--- config.mk ---
export PLATFORM = sky130hd
export DESIGN_NAME = gray_updown_nbits_flat
export DESIGN_NICKNAME = d
export VERILOG_FILES = /design/src/rtl/gray_updown_nbits_if.sv /design/src/rtl/gray_updown_nbits.sv /design/src/flat_wrapper.sv
export SDC_FILE = /design/constraint.sdc
export NUM_CORES = 1
export LEC_CHECK = 0
export CELL_PAD_IN_SITES_DETAIL_PLACEMENT = 1
export CELL_PAD_IN_SITES_GLOBAL_PLACEMENT = 1
export CORE_ASPECT_RATIO = 1.25
export CORE_MARGIN = 1
export CORE_UTILIZATION = 29
export CTS_CLUSTER_DIAMETER = 60
export DETAILED_ROUTE_END_ITERATION = 12
export PLACE_DENSITY_LB_ADDON = 0.1
export REMOVE_ABC_BUFFERS = 1
export SLEW_MARGIN = 20
export SYNTH_ARGS = -nofsm -noshare
export SYNTH_HDL_FRONTEND = slang
export SYNTH_SLANG_ARGS = --single-unit
--- constraint.sdc ---
create_clock -name clk -period 2.46 [get_ports clk]
set_clock_uncertainty 0.15 [all_clocks]
set_input_delay 0.492 -clock clk [delete_from_list [all_inputs] [get_ports clk]]
set_output_delay 0.492 -clock clk [all_outputs]
set_load 0.05 [all_outputs]
--- src/rtl/gray_updown_nbits_if.sv ---
// Control and count signals of the Gray up/down counter.
// The master side drives the controls, the slave side is the counter itself.
interface gray_updown_nbits_if #(
    parameter int N = 4
);
    logic         en;
    logic         step_btn;
    logic         dir;
    logic         load;
    logic [N-1:0] load_val;
    logic [N-1:0] gray_out;
    logic [N-1:0] bin_out;
    logic         tc;
    logic         step_ack;

    modport master (
        output en, step_btn, dir, load, load_val,
        input  gray_out, bin_out, tc, step_ack
    );

    modport slave (
        input  en, step_btn, dir, load, load_val,
        output gray_out, bin_out, tc, step_ack
    );
endinterface

--- src/rtl/gray_updown_nbits.sv ---
// N-bit reflected Gray up/down counter stepped by a debounced push-button,
// with synchronous load, optional saturation and a terminal-count pulse.
module gray_updown_nbits #(
    parameter int N         = 4,
    parameter int DB_CYCLES = 16,
    parameter int SATURATE  = 0
) (
    input  logic                  clk,
    input  logic                  rst,
    gray_updown_nbits_if.slave    bus
);
    localparam int            CW        = (DB_CYCLES > 1) ? $clog2(DB_CYCLES) : 1;
    localparam logic [CW-1:0] HOLD_LAST = CW'(DB_CYCLES - 1);
    localparam logic [N-1:0]  ALL_ONES  = '1;

    logic          sync_q1, sync_q2;
    logic          db_lvl, db_lvl_q;
    logic [CW-1:0] hold_cnt;
    logic          step_pulse, accept, at_term;
    logic [N-1:0]  gray_q, bin_q;
    logic          tc_q, ack_q;
    logic [N-1:0]  step_bin, next_gray, next_bin;

    function automatic logic [N-1:0] gray2bin(input logic [N-1:0] g);
        logic [N-1:0] b;
        b[N-1] = g[N-1];
        for (int i = N - 2; i >= 0; i--) begin
            b[i] = b[i+1] ^ g[i];
        end
        return b;
    endfunction

    always_ff @(posedge clk or posedge rst) begin
        if (rst) begin
            sync_q1 <= 1'b0;
            sync_q2 <= 1'b0;
        end else begin
            sync_q1 <= bus.step_btn;
            sync_q2 <= sync_q1;
        end
    end

    // The level only flips after DB_CYCLES consecutive disagreeing samples;
    // any agreeing sample restarts the hold count.
    always_ff @(posedge clk or posedge rst) begin
        if (rst) begin
            db_lvl   <= 1'b0;
            db_lvl_q <= 1'b0;
            hold_cnt <= '0;
        end else begin
            db_lvl_q <= db_lvl;
            if (sync_q2 == db_lvl) begin
                hold_cnt <= '0;
            end else if (hold_cnt == HOLD_LAST) begin
                db_lvl   <= sync_q2;
                hold_cnt <= '0;
            end else begin
                hold_cnt <= hold_cnt + CW'(1);
            end
        end
    end

    assign step_pulse = db_lvl & ~db_lvl_q;
    assign accept     = step_pulse & bus.en;
    assign at_term    = bus.dir ? (bin_q == ALL_ONES) : (bin_q == '0);

    // Stepping is done in binary and re-encoded, so the Gray output moves by one code.
    always_comb begin
        step_bin  = bus.dir ? (bin_q + N'(1)) : (bin_q - N'(1));
        next_gray = gray_q;
        next_bin  = bin_q;
        if (bus.load) begin
            next_gray = bus.load_val;
            next_bin  = gray2bin(bus.load_val);
        end else if (accept && !(at_term && (SATURATE != 0))) begin
            next_bin  = step_bin;
            next_gray = step_bin ^ (step_bin >> 1);
        end
    end

    always_ff @(posedge clk or posedge rst) begin
        if (rst) begin
            gray_q <= '0;
            bin_q  <= '0;
            tc_q   <= 1'b0;
            ack_q  <= 1'b0;
        end else begin
            gray_q <= next_gray;
            bin_q  <= next_bin;
            tc_q   <= accept & ~bus.load & at_term;
            ack_q  <= accept & ~bus.load;
        end
    end

    assign bus.gray_out = gray_q;
    assign bus.bin_out  = bin_q;
    assign bus.tc       = tc_q;
    assign bus.step_ack = ack_q;
endmodule

--- src/flat_wrapper.sv ---
// flat-port wrapper written by rule: the top's interface ports become plain ports
module gray_updown_nbits_flat 
#(
    parameter int N         = 4,
    parameter int DB_CYCLES = 16,
    parameter int SATURATE  = 0
)
  (clk, rst, bus_en, bus_step_btn, bus_dir, bus_load, bus_load_val, bus_gray_out, bus_bin_out, bus_tc, bus_step_ack);
  gray_updown_nbits_if #(.N(N)) bus_i ();
  input  logic clk;
  input  logic rst;
  input wire logic [$bits(bus_i.en)-1:0] bus_en;
  input wire logic [$bits(bus_i.step_btn)-1:0] bus_step_btn;
  input wire logic [$bits(bus_i.dir)-1:0] bus_dir;
  input wire logic [$bits(bus_i.load)-1:0] bus_load;
  input wire logic [$bits(bus_i.load_val)-1:0] bus_load_val;
  output wire logic [$bits(bus_i.gray_out)-1:0] bus_gray_out;
  output wire logic [$bits(bus_i.bin_out)-1:0] bus_bin_out;
  output wire logic [$bits(bus_i.tc)-1:0] bus_tc;
  output wire logic [$bits(bus_i.step_ack)-1:0] bus_step_ack;
  assign bus_i.en = bus_en;
  assign bus_i.step_btn = bus_step_btn;
  assign bus_i.dir = bus_dir;
  assign bus_i.load = bus_load;
  assign bus_i.load_val = bus_load_val;
  assign bus_gray_out = bus_i.gray_out;
  assign bus_bin_out = bus_i.bin_out;
  assign bus_tc = bus_i.tc;
  assign bus_step_ack = bus_i.step_ack;
  gray_updown_nbits #(.N(N), .DB_CYCLES(DB_CYCLES), .SATURATE(SATURATE)) u_core (.clk(clk), .rst(rst), .bus(bus_i));
endmodule
# Word-level counts from Yosys, hierarchy flattened
# Cells that the tools add are included.
[word_totals]
register_bits = 18
output_inout_bits = 10
wordCells = 37
[classes]
addsub = 3
n_eq_ne = 3
mux = 8
n_bitwise = 11
reduce_logical = 3
[op_table]
columns = ["cell", "n"]
rows = [
  ["4-bit 2-to-1 mux", 7],
  ["4-bit by 1-bit adder with 4-bit output (second input constant)", 2],
  ["4-bit equality test (second input constant)", 2],
  ["1-bit AND", 4],
  ["4-bit zero test", 1],
  ["4-bit by 1-bit subtractor with 4-bit output (second input constant)", 1],
  ["4-bit by 3-bit bitwise XOR with 4-bit output", 1],
  ["1-bit NOT", 3],
  ["1-bit bitwise XOR", 3],
  ["2-bit AND reduction", 1],
  ["2-bit nonzero test", 1],
  ["1-bit equality test", 1],
  ["1-bit 2-to-1 mux", 1],
]

# Depth between registers and ports, before layout
[depth]
ltp_word = 5
ltp_mapped = 6
depth_no_buf = 6

# Worst setup path after synthesis
# OpenSTA, ideal clock, no wires.
[synth_path]
path_type = "register to register"
start = "register u_core.bin_q[2], in the netlist u_core.bus.bin_out[2]"
end = "register u_core.bin_q[3], in the netlist u_core.bus.bin_out[3]"
setup_ns = 0.070
t_arrival_ns = 2.009
required_time_ns = 2.240
slack_ns = 0.231
path_stages_with_launch = 6
period_less_slack_ns = 2.229
path_cell_list = "dfrtp_1 -> ha_1 -> and3_4 -> or3_4 -> a2111o_1 -> nand3_1"
[synth_between]
elab_chain_cells = 4
[synth_rtl]
columns = ["item", "line_no", "text"]
rows = [
  ["start, declared", "gray_updown_nbits.sv:20", "logic [N-1:0] gray_q, bin_q;"],
  ["start signal, assigned", "gray_updown_nbits.sv:89", "bin_q <= next_bin;"],
  ["4-bit by 1-bit subtractor with 4-bit output or 4-bit by 1-bit adder with 4-bit output (tied branches)", "gray_updown_nbits.sv:69", "step_bin = bus.dir ? (bin_q + N'(1)) : (bin_q - N'(1));"],
  ["4-bit 2-to-1 mux (*)", "gray_updown_nbits.sv:69", ""],
  ["4-bit 2-to-1 mux (*)", "gray_updown_nbits.sv:75", "end else if (accept && !(at_term && (SATURATE != 0))) begin"],
  ["4-bit 2-to-1 mux (*)", "gray_updown_nbits.sv:72", "if (bus.load) begin"],
]
# Mark *: on every way between the ends. The rest lies on a longest branch, timed or not. The select of a mux whose other input is x is not followed.
# A chain may end at the register's enable or synchronous reset.

# Worst setup path in the final report
[layout_path]
start = "register u_core.bin_q[0], in the netlist u_core.bus.bin_out[0]"
end = "output port bus_bin_out[0]"
[layout_rtl]
columns = ["item", "line_no", "text"]
rows = [
  ["end, declared", "flat_wrapper.sv:18", "output wire logic [$bits(bus_i.bin_out)-1:0] bus_bin_out;"],
]
# No word-level cell between the ends.

==> summary.txt <==
Status
  • Status: finished, final reports clean

Pwr
  • IR drop worst, VDD: roughly 270 uV
  • Leak Pwr: about 0.52 nW
  • Total power: 741.4 uW
  • Power Dens Cells: 627.0 mW/mm^2

Worst setup path
  • CP max stage cell: clkdlybuf4s50_1
  • Setup CP Type: flop to output pin
  • Crit Path Max Fanout: 7
  • Crit start category: flop
  • Crit. End Element: output pin
  • Critical path buffer and inverter count: 1
  • CP arrival: 1.71 ns
  • Worst path max stage delay: approximately 0.87 ns
  • CP required: 1.82 ns
  • Critical-path cell list: clkdlybuf4s50_1
  • Crit path max-delay family: buffers and inverters

Global route
  • Number of antenna violations at the first check in global routing: 0
  • First-pass GRT wire length: between 3000 and 4000 um
  • Number of global-route vias before repair: between 600 and 700
  • Grt ovf: 0
  • Total track usage: a little over an eighth
  • Pin count of the biggest net entering global routing: 18

Place
  • Port Buffers: 19
  • Post-DP HPWL: ~1500 um
  • Final estimated routing congestion in global placement: between 0.7 and 0.8
  • DP Worst Slack: -0.1839 ns

Clocking
  • Htree depth: 1
  • Worst-Skew Late Latency: 0.29 ns
  • CTS tree: built
  • Clk slew on worst S/H paths: 0.10 ns
  • Post-CTS Resized: 0
  • CTS Buf Count: 3
  • Clk sink count: 17
  • Clock Tree Buf Depth: 2
  • Setup Buffers After CTS: 0
  • Post-CTS Hold Fix Bufs: 0
  • CTS Root Cell: clkbuf_4

STA
  • Final setup viols: 0
  • Final hold slack: 0.2148 ns
  • Slew HR: roughly 57%
  • RSZ-0062 raised after global routing: false
  • Fmax: around 0.43 GHz
  • Fin. max-slew vios: 0
  • Final hold violation count: 0
  • Worst-Margin Slew: 0.6423 ns
  • Period minus WS final: about 2.3 ns
  • Post-route clock period utilization: a little over nine tenths
  • Setup TNS: 0 ns
  • Final worst slack: 0.1119 ns

Synth
  • Seq cells post-synth: 17
  • Synth Cell Area: slightly below 900 um^2
  • Seq/Total Area, Yosys: approximately half
  • Main synth FF type: dfrtp_1
  • Post-synth ARST share: 100.0%
  • Gate Count Post-Synth: 84
  • Avg Cell Area, Syn: 10.55 um^2
  • Number of synthesized flops with an enable pin: 0
  • Warnings, synthesis: 0
  • Unique masters post-synth: 30

Drt
  • Detail Route Antenna Nets: 0
  • WL final: about 1900 um
  • 1st-iter DRT viols: 2
  • Drt pass-1 iters: 3
  • DRC: 0
  • Vias post-DR: ~700
  • Post-DR wirelength/cell: ~13 um
  • Via density: a little under 5

Layout
  • FF/Latch Area: ~430 um^2
  • Most common cell after layout, fill and taps aside: clkdlybuf4s50_1
  • Final #Nets: 125
  • Area of the multi-input gates: between 400 and 500 um^2
  • Share of cells above drive strength 1: 12.73%
  • Fillcell total: 349
  • Most frequent cells in the layout: 19 x clkdlybuf4s50_1, 17 x dfrtp_1, 7 x xnor2_1, 7 x buf_4
  • Area Overhead vs Synth: 33.47%
  • Ant diodes: 0

Floorplan
  • Die Y: approximately 64 um
  • Initial Util: 30.36%
  • CORE AREA: 0.002918 mm^2
  • IO Pins: 20
  • Die X: approximately 51 um
  • Row count: 22
  • Die area: between 0.003 and 0.004 mm^2

Job
  • Max Cap Viol: 0

Hold path
  • Min-delay worst type: flop to flop
synthesized netlist by cell type, drive strengths merged, types with 2 or more instances:
cell	n	share of area (%)
xor2	3	3.0
xnor2	7	6.9
ha	3	4.2
nor2	6	2.5
nand3	4	2.3
nand2	4	1.7
inv	3	1.3
nor2b	2	1.4
clkbuf	3	1.3
dfrtp	17	48
and3	2	2.0
a21oi	6	3.4
a2111o	2	2.5
mux2i	2	2.3
o21ai	6	3.4
cells by family (layout without fill, tap and decap cells):
kind of cell	count (synthesis)	in the layout	synth area share [%]
AND/OR/NAND/NOR	26	26	16.95
flip-flops	17	17	48.02
adder cells (fa/ha/maj)	4	4	6.498
buffers and inverters	7	33	3.390
XOR/XNOR	10	10	9.888
multiplexers	3	3	3.531
AO/OA/AOI/OAI	17	17	11.72
final timing paths:
kind	start	endpoint	slack [ns]	depth (start not counted)
max	u_core.bus.bin_out[0]	bus_bin_out[0]	0.11	1
min	u_core.sync_q1	u_core.sync_q2	0.21	0
max reg2reg	u_core.bus.bin_out[2]	u_core.bus.bin_out[3]	0.40	5
min reg2reg	u_core.sync_q1	u_core.sync_q2	0.21	0
max in group asynchronous	rst	u_core.bus.bin_out[1]	1.32	2
min in group asynchronous	rst	u_core.sync_q2	0.43	2
registers in the layout, summed over array words and instances, names as in the netlist:
signal               count
u_core.bus.gray_out      3
u_core.bus.bin_out       4
u_core.bus.tc            1
u_core.sync_q1           1
u_core.sync_q2           1
u_core.bus.step_ack      1
u_core.db_lvl            1
u_core.hold_cnt          4
u_core.db_lvl_q          1
cell type report:
cell class	count	share of cell area [%]
clock inverters	1	0.4233
clock buffers	3	1.905
repair buffers	26	20.53
multi-input cells	60	36.40
inverters	3	0.9524
flip-flops and latches	17	35.98
well taps	36	3.810
metal layers:
metal  wire length (um)  up-vias  track usage, %
met5                  0        -               0
met4                 28        0           7.095
met3                 34        2           2.143
met2                992       10           22.56
met1                849      343           16.47
li1                   -      346               -
per-stage QoR:
step | cell area [um^2] | util, % | std cells
2_1_floorplan | 867.1 | - | 80
3_3_place_gp | 1155 | 39.58 | 142
3_5_place_dp | 1155 | 39.58 | 142
4_1_cts | 1182 | 40.52 | 146
5_1_grt | 1182 | 40.52 | 146
6_report | 1182 | 40.52 | 146
where the power goes:
group          leakage, nW  switching [mW]  internal, mW
clock network       0.0177          0.0877        0.0604
registers            0.216          0.0293         0.299
logic                0.287           0.145         0.120
total                0.521           0.262         0.480
Note: power is estimated with default switching activity, not from simulation.
